[config.mk]
export PLATFORM = sky130hd
export DESIGN_NAME = keccak_cu_multi
export DESIGN_NICKNAME = d
export VERILOG_FILES = /design/src/rtl/keccak_pkg.sv /design/src/rtl/keccak_round_cnt.sv /design/src/rtl/keccak_cu_multi.sv
export SDC_FILE = /design/constraint.sdc
export NUM_CORES = 1
export LEC_CHECK = 0
export ABC_AREA = 1
export CORE_ASPECT_RATIO = 1.2
export CORE_MARGIN = 1.5
export CORE_UTILIZATION = 45
export CTS_CLUSTER_DIAMETER = 150
export CTS_CLUSTER_SIZE = 40
export DETAILED_ROUTE_END_ITERATION = 8
export PLACE_DENSITY = 0.7
export REMOVE_ABC_BUFFERS = 1
export SLEW_MARGIN = 10
export SYNTH_ARGS = -nofsm -noshare
export SYNTH_HDL_FRONTEND = slang
export SYNTH_HIERARCHICAL = 1
export SYNTH_SLANG_ARGS = --single-unit
[constraint.sdc]
create_clock -name clk_i -period 1.9 [get_ports clk_i]
set_clock_uncertainty 0.1 [all_clocks]
set_input_delay 0.38 -clock clk_i [delete_from_list [all_inputs] [get_ports clk_i]]
set_output_delay 0.38 -clock clk_i [all_outputs]
set_load 0.02 [all_outputs]
[src/rtl/keccak_pkg.sv]
// Shared types and constants for the Keccak permutation control logic.
//   keccak_cu_state_e : control-unit FSM states
//   KECCAK_NROUNDS    : rounds in a full Keccak-f[1600] permutation
package keccak_pkg;

  localparam int unsigned KECCAK_NROUNDS = 24;

  typedef enum logic [1:0] {
    StIdle,
    StLoad,
    StPermute,
    StDone
  } keccak_cu_state_e;

endpackage

[src/rtl/keccak_round_cnt.sv]
// Saturating round counter for the Keccak control unit.
//   clk_i   : clock, rising edge
//   rst_i   : synchronous active-high reset
//   clr_i   : return count to 0 (wins over en_i)
//   en_i    : advance one round; holds once the last round is reached
//   cnt_o   : current round index
//   last_o  : cnt_o == NumRounds-1
module keccak_round_cnt #(
  parameter int unsigned NumRounds = 24,
  localparam int unsigned CntW = $clog2(NumRounds)
) (
  input  logic            clk_i,
  input  logic            rst_i,
  input  logic            clr_i,
  input  logic            en_i,
  output logic [CntW-1:0] cnt_o,
  output logic            last_o
);

  logic [CntW-1:0] cnt_q, cnt_d;

  assign last_o = (cnt_q == CntW'(NumRounds - 1));
  assign cnt_o  = cnt_q;

  always_comb begin
    cnt_d = cnt_q;
    if (clr_i) begin
      cnt_d = '0;
    end else if (en_i && !last_o) begin
      cnt_d = cnt_q + CntW'(1);
    end
  end

  always_ff @(posedge clk_i) begin
    if (rst_i) begin
      cnt_q <= '0;
    end else begin
      cnt_q <= cnt_d;
    end
  end

endmodule

[src/rtl/keccak_cu_multi.sv]
// Control unit for the Keccak permutation datapath. Sequences multi-block absorbs: each block is
// a load handshake followed by NUM_ROUNDS single-cycle rounds.
//   clk_i, rst_i      : clock, synchronous active-high reset
//   start_i           : start request (IDLE only); nblocks_i sampled then, 0 means 1
//   abort_i           : cancel any in-flight operation
//   blk_valid_i       : upstream block available; blk_ready_o: CU in LOAD
//   load_dp_o         : datapath XORs block into state (combinational handshake)
//   round_en_o        : datapath executes a round; round_idx_o: its index (0 outside PERMUTE)
//   busy_o, done_o    : not idle / one-cycle completion pulse
//   status_o          : sticky done flag, cleared by intr_clr_i or a new start
//   intr_en_i, intr_clr_i, intr_o : maskable sticky interrupt
// Build option: KECCAK_CU_INTR_EN enables the interrupt flop; otherwise intr_o is tied 0 and
// intr_en_i is ignored (intr_clr_i still clears status_o).
module keccak_cu_multi
  import keccak_pkg::*;
#(
  parameter int unsigned NUM_ROUNDS = KECCAK_NROUNDS,
  parameter int unsigned BLK_W = 8,
  localparam int unsigned RND_W = $clog2(NUM_ROUNDS)
) (
  input  logic             clk_i,
  input  logic             rst_i,
  input  logic             start_i,
  input  logic [BLK_W-1:0] nblocks_i,
  input  logic             abort_i,
  input  logic             blk_valid_i,
  output logic             blk_ready_o,
  output logic             load_dp_o,
  output logic             round_en_o,
  output logic [RND_W-1:0] round_idx_o,
  output logic             busy_o,
  output logic             done_o,
  output logic             status_o,
  input  logic             intr_en_i,
  input  logic             intr_clr_i,
  output logic             intr_o
);

  keccak_cu_state_e state_q, state_d;
  logic [BLK_W-1:0] nblocks_q, nblocks_d;
  logic [BLK_W-1:0] blk_cnt_q, blk_cnt_d;
  logic             status_q, status_d;

  logic             start_acc;
  logic             done_set;
  logic             last_blk;
  logic             rnd_clr;
  logic             rnd_en;
  logic             rnd_last;
  logic [RND_W-1:0] rnd_cnt;

  assign last_blk  = (blk_cnt_q == nblocks_q - BLK_W'(1));
  assign start_acc = (state_q == StIdle) && start_i;
  // Abort in DONE still leaves status/interrupt untouched.
  assign done_set  = (state_q == StDone) && !abort_i;

  assign rnd_en  = (state_q == StPermute);
  assign rnd_clr = load_dp_o || (busy_o && abort_i);

  keccak_round_cnt #(
    .NumRounds(NUM_ROUNDS)
  ) u_round_cnt (
    .clk_i (clk_i),
    .rst_i (rst_i),
    .clr_i (rnd_clr),
    .en_i  (rnd_en),
    .cnt_o (rnd_cnt),
    .last_o(rnd_last)
  );

  always_comb begin
    state_d   = state_q;
    nblocks_d = nblocks_q;
    blk_cnt_d = blk_cnt_q;

    unique case (state_q)
      StIdle: begin
        if (start_i) begin
          state_d   = StLoad;
          nblocks_d = (nblocks_i == '0) ? BLK_W'(1) : nblocks_i;
          blk_cnt_d = '0;
        end
      end
      StLoad: begin
        if (blk_valid_i) begin
          state_d = StPermute;
        end
      end
      StPermute: begin
        if (rnd_last) begin
          if (last_blk) begin
            state_d = StDone;
          end else begin
            state_d   = StLoad;
            blk_cnt_d = blk_cnt_q + BLK_W'(1);
          end
        end
      end
      StDone: begin
        state_d = StIdle;
      end
      default: begin
        state_d = StIdle;
      end
    endcase

    if (abort_i && (state_q != StIdle)) begin
      state_d   = StIdle;
      blk_cnt_d = blk_cnt_q;
    end
  end

  // Completion set wins over a coincident clear; start always begins with a clean flag.
  always_comb begin
    status_d = status_q;
    if (start_acc) begin
      status_d = 1'b0;
    end else if (done_set) begin
      status_d = 1'b1;
    end else if (intr_clr_i) begin
      status_d = 1'b0;
    end
  end

  always_ff @(posedge clk_i) begin
    if (rst_i) begin
      state_q   <= StIdle;
      nblocks_q <= '0;
      blk_cnt_q <= '0;
      status_q  <= 1'b0;
    end else begin
      state_q   <= state_d;
      nblocks_q <= nblocks_d;
      blk_cnt_q <= blk_cnt_d;
      status_q  <= status_d;
    end
  end

`ifdef KECCAK_CU_INTR_EN
  logic intr_q, intr_d;

  always_comb begin
    intr_d = intr_q;
    if (start_acc) begin
      intr_d = 1'b0;
    end else if (done_set && intr_en_i) begin
      intr_d = 1'b1;
    end else if (intr_clr_i) begin
      intr_d = 1'b0;
    end
  end

  always_ff @(posedge clk_i) begin
    if (rst_i) begin
      intr_q <= 1'b0;
    end else begin
      intr_q <= intr_d;
    end
  end

  assign intr_o = intr_q;
`else
  logic unused_intr_en;
  assign unused_intr_en = intr_en_i;
  assign intr_o         = 1'b0;
`endif

  assign blk_ready_o = (state_q == StLoad);
  assign load_dp_o   = blk_valid_i && blk_ready_o;
  assign round_en_o  = (state_q == StPermute);
  assign round_idx_o = round_en_o ? rnd_cnt : '0;
  assign busy_o      = (state_q != StIdle);
  assign done_o      = (state_q == StDone);
  assign status_o    = status_q;

endmodule

* After elaboration in Yosys (flattened, before gate mapping) *
Index checks and enable logic that the tools add are counted.

cells by class
  bitwise gates (word level) = 1
  muxes and demuxes = 13
  equal/unequal tests = 9
  add/sub/neg operators = 3
  reductions and logical operators = 19

operators by type and width
  cell                                                 count
  2-to-1 mux 8 bit                                     4
  case mux 8 bit (2 select lines)                      1
  adder 8 x 1 -> 8 bit, second input constant          1
  equality test 8 bit                                  1
  logical NOT 8 bit                                    1
  2-to-1 mux 2 bit                                     4
  case mux 2 bit (4 select lines)                      1
  subtractor 8 x 1 -> 8 bit, second input constant     1
  != test 2 bit, second input constant                 3
  nonzero test 2 bit                                   3
  OR reduction 2 bit                                   3
  adder 5 x 1 -> 5 bit, second input constant          1
  equality test 5 bit, second input constant           1
  logical AND 1 bit                                    5
  2-to-1 mux 5 bit                                     1
  AND reduction 5 bit                                  1
  equality test 2 bit, second input constant           2
  AND reduction 3 bit                                  1
  equality test 2 x 1 -> 1 bit, second input constant  1
  logical NOT 1 bit                                    2
  logical NOT 2 bit                                    1
  2-to-1 mux 1 bit                                     2
  != test 2 x 1 -> 1 bit, second input constant        1
  AND reduction 2 bit                                  1
  2 further kinds                                      2

word-level totals
  logic and storage cells = 50
  output and inout port bits = 12
  input port bits = 15
  register bits after elaboration = 24

* Depth between registers and ports, before layout *
  word-level depth = 5
  depth in mapped cells = 14

* Hierarchy *
Netlist, hierarchy kept.

by module, submodules not included
  module            area an instance (um^2)  cells each  instances  sequential area each (um^2)
  keccak_cu_multi   1282.5                   205         1          380.4
  keccak_round_cnt  281.5                    40          1          100.1

* Worst setup path after synthesis *
No wires, ideal clock.

  path type = register -> register
  start point = register nblocks_q[0]
  end point = register blk_cnt_q[1]
  data required time = 1685 ps
  arrival = 1511 ps
  path buffers = 0
  cell stages (with the launch flop) = 15
  clock period less this slack = 1726 ps
  slack = 174 ps
  cell sequence = dfxtp_1 inv_1 ha_1 inv_1 nand2_1 nand2_1 nand3_1 nor2_1 nand2_1 nor2_2 nand3_4 nand2_4 nand2_1 nand2_1 nor2_1

between the ends
  word-level cells in the longest chain between the ends = 4

RTL lines
  element                               line                    source
  start: declaration                    keccak_cu_multi.sv:40   logic [BLK_W-1:0] nblocks_q, nblocks_d;
  start signal: assignment              keccak_cu_multi.sv:133  nblocks_q <= nblocks_d;
  subtractor 8 x 1 -> 8 bit             keccak_cu_multi.sv:52   assign last_blk = (blk_cnt_q == nblocks_q - BLK_W'(1));
  equality test 8 bit                   keccak_cu_multi.sv:52
  != test 2 bit (no source line)        --
  AND reduction 5 bit (no source line)  --
  end signal: assignment                keccak_cu_multi.sv:134  blk_cnt_q <= blk_cnt_d;
  end: declaration                      keccak_cu_multi.sv:41   logic [BLK_W-1:0] blk_cnt_q, blk_cnt_d;

No other way between the ends.
A chain may end at the register's enable or synchronous reset.

* Worst setup path in the final report *
Ends and elaborated chain as after synthesis.

==> metrics.txt <==
pins over their slew limit=0; Avg WL per Cell=10.7 µm; IO buf count=24; grt total ovfl=0; Syn Inst Count=245; Worst Hold End=nblocks_q[7]; Remaining DRCs=0; Syn Std Cell Area=1560 µm²; CTS Root Buffer Type=clkbuf_8; HP Class=flop to flop; critical path class=flop to flop; clk sinks=24; Layout area overhead=28.5%; Initial Utilization=0.469; insertion delay to the later sink of the worst-skew pair=0.26 ns; Worst Path Required=1.96 ns; Routed WL=3380 µm; EDFF count, synth=0; main flop type after synthesis=dfxtp_1; Placed Area=1910 µm²; ANT cells=0; CP most frequent cell=nand2_1; fillers=340; worst hold stages=2; crit end category=flop; vias in the first global route=1445; synth unique cells=33; internal reg-to-reg setup slack=0.07 ns; DIE AREA=3840 µm²; Critical Path Source Type=flop; hold buffer count at CTS=0; crit-path max FO=8; Static Leakage=0.937 nW; Max VDD drop=0.756 mV; share of post-route cells with drive strength above 1=0.147; worst-path cell chain=inv_2, ha_4, inv_2, nand2_2, nand2_1, nand3_1, nor2_1, nand2_1, nor2_4, nand3_4, nand2_8, nand2_1, nand2_1, nor2_1; Tmin final=1.83 ns; Arrival @ worst endpoint=1.89 ns; Clock Pin Slew Worst Setup and Hold Paths=0.08 ns; Multi-input gate area=962 µm²; htree depth=1; Worst path slowest cell=dfxtp_2; Final setup violation count=0; 1st-iter DRT viols=37; # rows=23; PwrDens=1110 nW/µm²; via count=1595; post-DR vias/cell=5.05; hold_sp=nblocks_q[7]; FMAX=546 MHz; Antenna Nets Post-Route=0; Top Ports=27; TritonRoute pass-1 iters=4; core area=3340 µm²; GRT Util Overall=0.194; max cap viols=0; maximum clock insertion buffer count=2; Register Area=483 µm²; dpl hpwl=2510 µm; Die X-Extent=56.8 µm; gpl congestion=0.815; reg2reg end=blk_cnt_q[1]; r2r startpoint=nblocks_q[0]; Avg Inst Size Synth=6.38 µm²; setup_tns=0 ns; pin count of the biggest net entering global routing=17; Async S/R FF share, synth=0; TritonCTS clock tree=yes; register bit total from synthesis=24; status=finished, final reports clean; Slowest Stage Delay on Critical Path=0.34 ns; fin nets=299; critical path's top delay family=simple AND/OR/NAND/NOR gates; R2R depth=14; initial antenna violation count=0; Inserted Clock Buffers=3; first-pass GRT wire length=5890 µm; unrepaired setup endpoints after global routing=yes; DIE HEIGHT=67.6 µm; YS warnings=6; final instance area=2010 µm²; Final Hold Viols=0; Worst Path Buf+Inv=2; crit share post-route=0.963; share of the yosys chip area belonging to registers=0.307
power breakdown:
group	internal (mW)	switching, mW	leakage [nW]
clock	0.142	0.158	0.0216
combinational	0.514	0.722	0.719
sequential	0.608	0.0936	0.197
cell usage after synthesis, drive strengths merged, types with 2 or more instances:
master	number	area share
xor2	4	0.022
nand4	3	0.012
dfxtp	24	0.31
buf	2	0.0096
nand3	22	0.078
nand2	53	0.14
a211oi	2	0.0096
nand3b	3	0.014
clkbuf	3	0.0072
nor3	5	0.023
nor2	40	0.11
o21ai	11	0.035
inv	40	0.096
ha	3	0.024
a21oi	19	0.066
xnor2	3	0.017
repair_timing:
| action | in CTS | in global routing |
|---|---|---|
| gates resized for setup | 15 | 9 |
| buffers inserted | 0 | 1 |
| pin swaps | 7 | 8 |
| hold endpoints to repair | 0 | 0 |
| endpoints found under the setup margin | 14 | 10 |
| cloned | 1 | 0 |
sequential cells by signal (all words and copies together), names as in the netlist:
| signal | flops |
|---|---|
| state_q | 2 |
| status_o | 1 |
| u_round_cnt/cnt_o | 5 |
| nblocks_q | 8 |
| blk_cnt_q | 8 |
cell usage in the layout, fill, tap and decap left out, types with 4 or more instances in the layout:
master,synthesis,routed
inv_2,3,6
nor2_1,36,36
a21oi_1,17,16
nand3_1,21,21
nor3_1,4,4
buf_4,2,10
inv_1,37,34
dlygate4sd2_1,0,9
o21ai_0,10,10
clkdlybuf4s50_1,0,14
nand2_1,49,45
nand2_2,3,6
xor2_1,4,4
dfxtp_1,24,22
kinds of logic (layout without fill, tap and decap cells):
logic type	Yosys count	count (layout)	share of synthesized area
other cells	1	1	0.00240
flops	24	24	0.307
simple gates	129	130	0.386
compound gates	36	36	0.128
xor+xnor	7	7	0.0392
buf+inv	45	78	0.113
fa+ha+maj	3	3	0.0240
tightest hold or removal path: stages (launching register included):
cell,delay [ns]
dfxtp_1,0.32
nor2_1,0.10
nor2_1,0.05
worst max path at each step:
| stage | depth (start not counted) | slack [ns] | endpoint | start |
|---|---|---|---|---|
| 2_1_floorplan | 14 | 0.17 | blk_cnt_q[1] | nblocks_q[0] |
| 3_3_place_gp | 4 | -0.18 | load_dp_o | blk_valid_i |
| 3_5_place_dp | 4 | -0.18 | load_dp_o | blk_valid_i |
| 4_1_cts | 3 | 0.02 | blk_ready_o | state_q[0] |
| 5_1_grt | 13 | -0.07 | blk_cnt_q[4] | nblocks_q[0] |
| 6_report | 14 | 0.07 | blk_cnt_q[1] | nblocks_q[0] |
cell type report:
cell class / instances / area share
clock buffers: 3 / 0.0205
inverters: 40 / 0.0747
multi-input cells: 177 / 0.479
flip-flops and latches: 24 / 0.240
well taps: 37 / 0.0230
repair buffers: 35 / 0.163
layer usage:
| layer | GRT usage | vias up | routed length (µm) |
|---|---|---|---|
| li1 | - | 859 | - |
| met1 | 0.225 | 701 | 1540 |
| met2 | 0.371 | 29 | 1690 |
| met3 | 0.0268 | 6 | 100 |
| met4 | 0.0552 | 0 | 52 |
| met5 | 0 | - | 0 |
per-stage QoR:
step           setup slack (ns)  utilization  power, mW  instances  hold slack, ns
6_report                 0.0699        0.602       2.24        316           0.403
5_1_grt                 -0.0678        0.602       2.44        316           0.438
4_1_cts                  0.0158        0.591       2.20        315           0.406
3_5_place_dp             -0.184        0.573       1.85        311           0.387
3_3_place_gp             -0.175        0.573       1.84        311           0.384
2_1_floorplan             0.172            -       1.48        240           0.342
(Power assumes the default switching activity.)
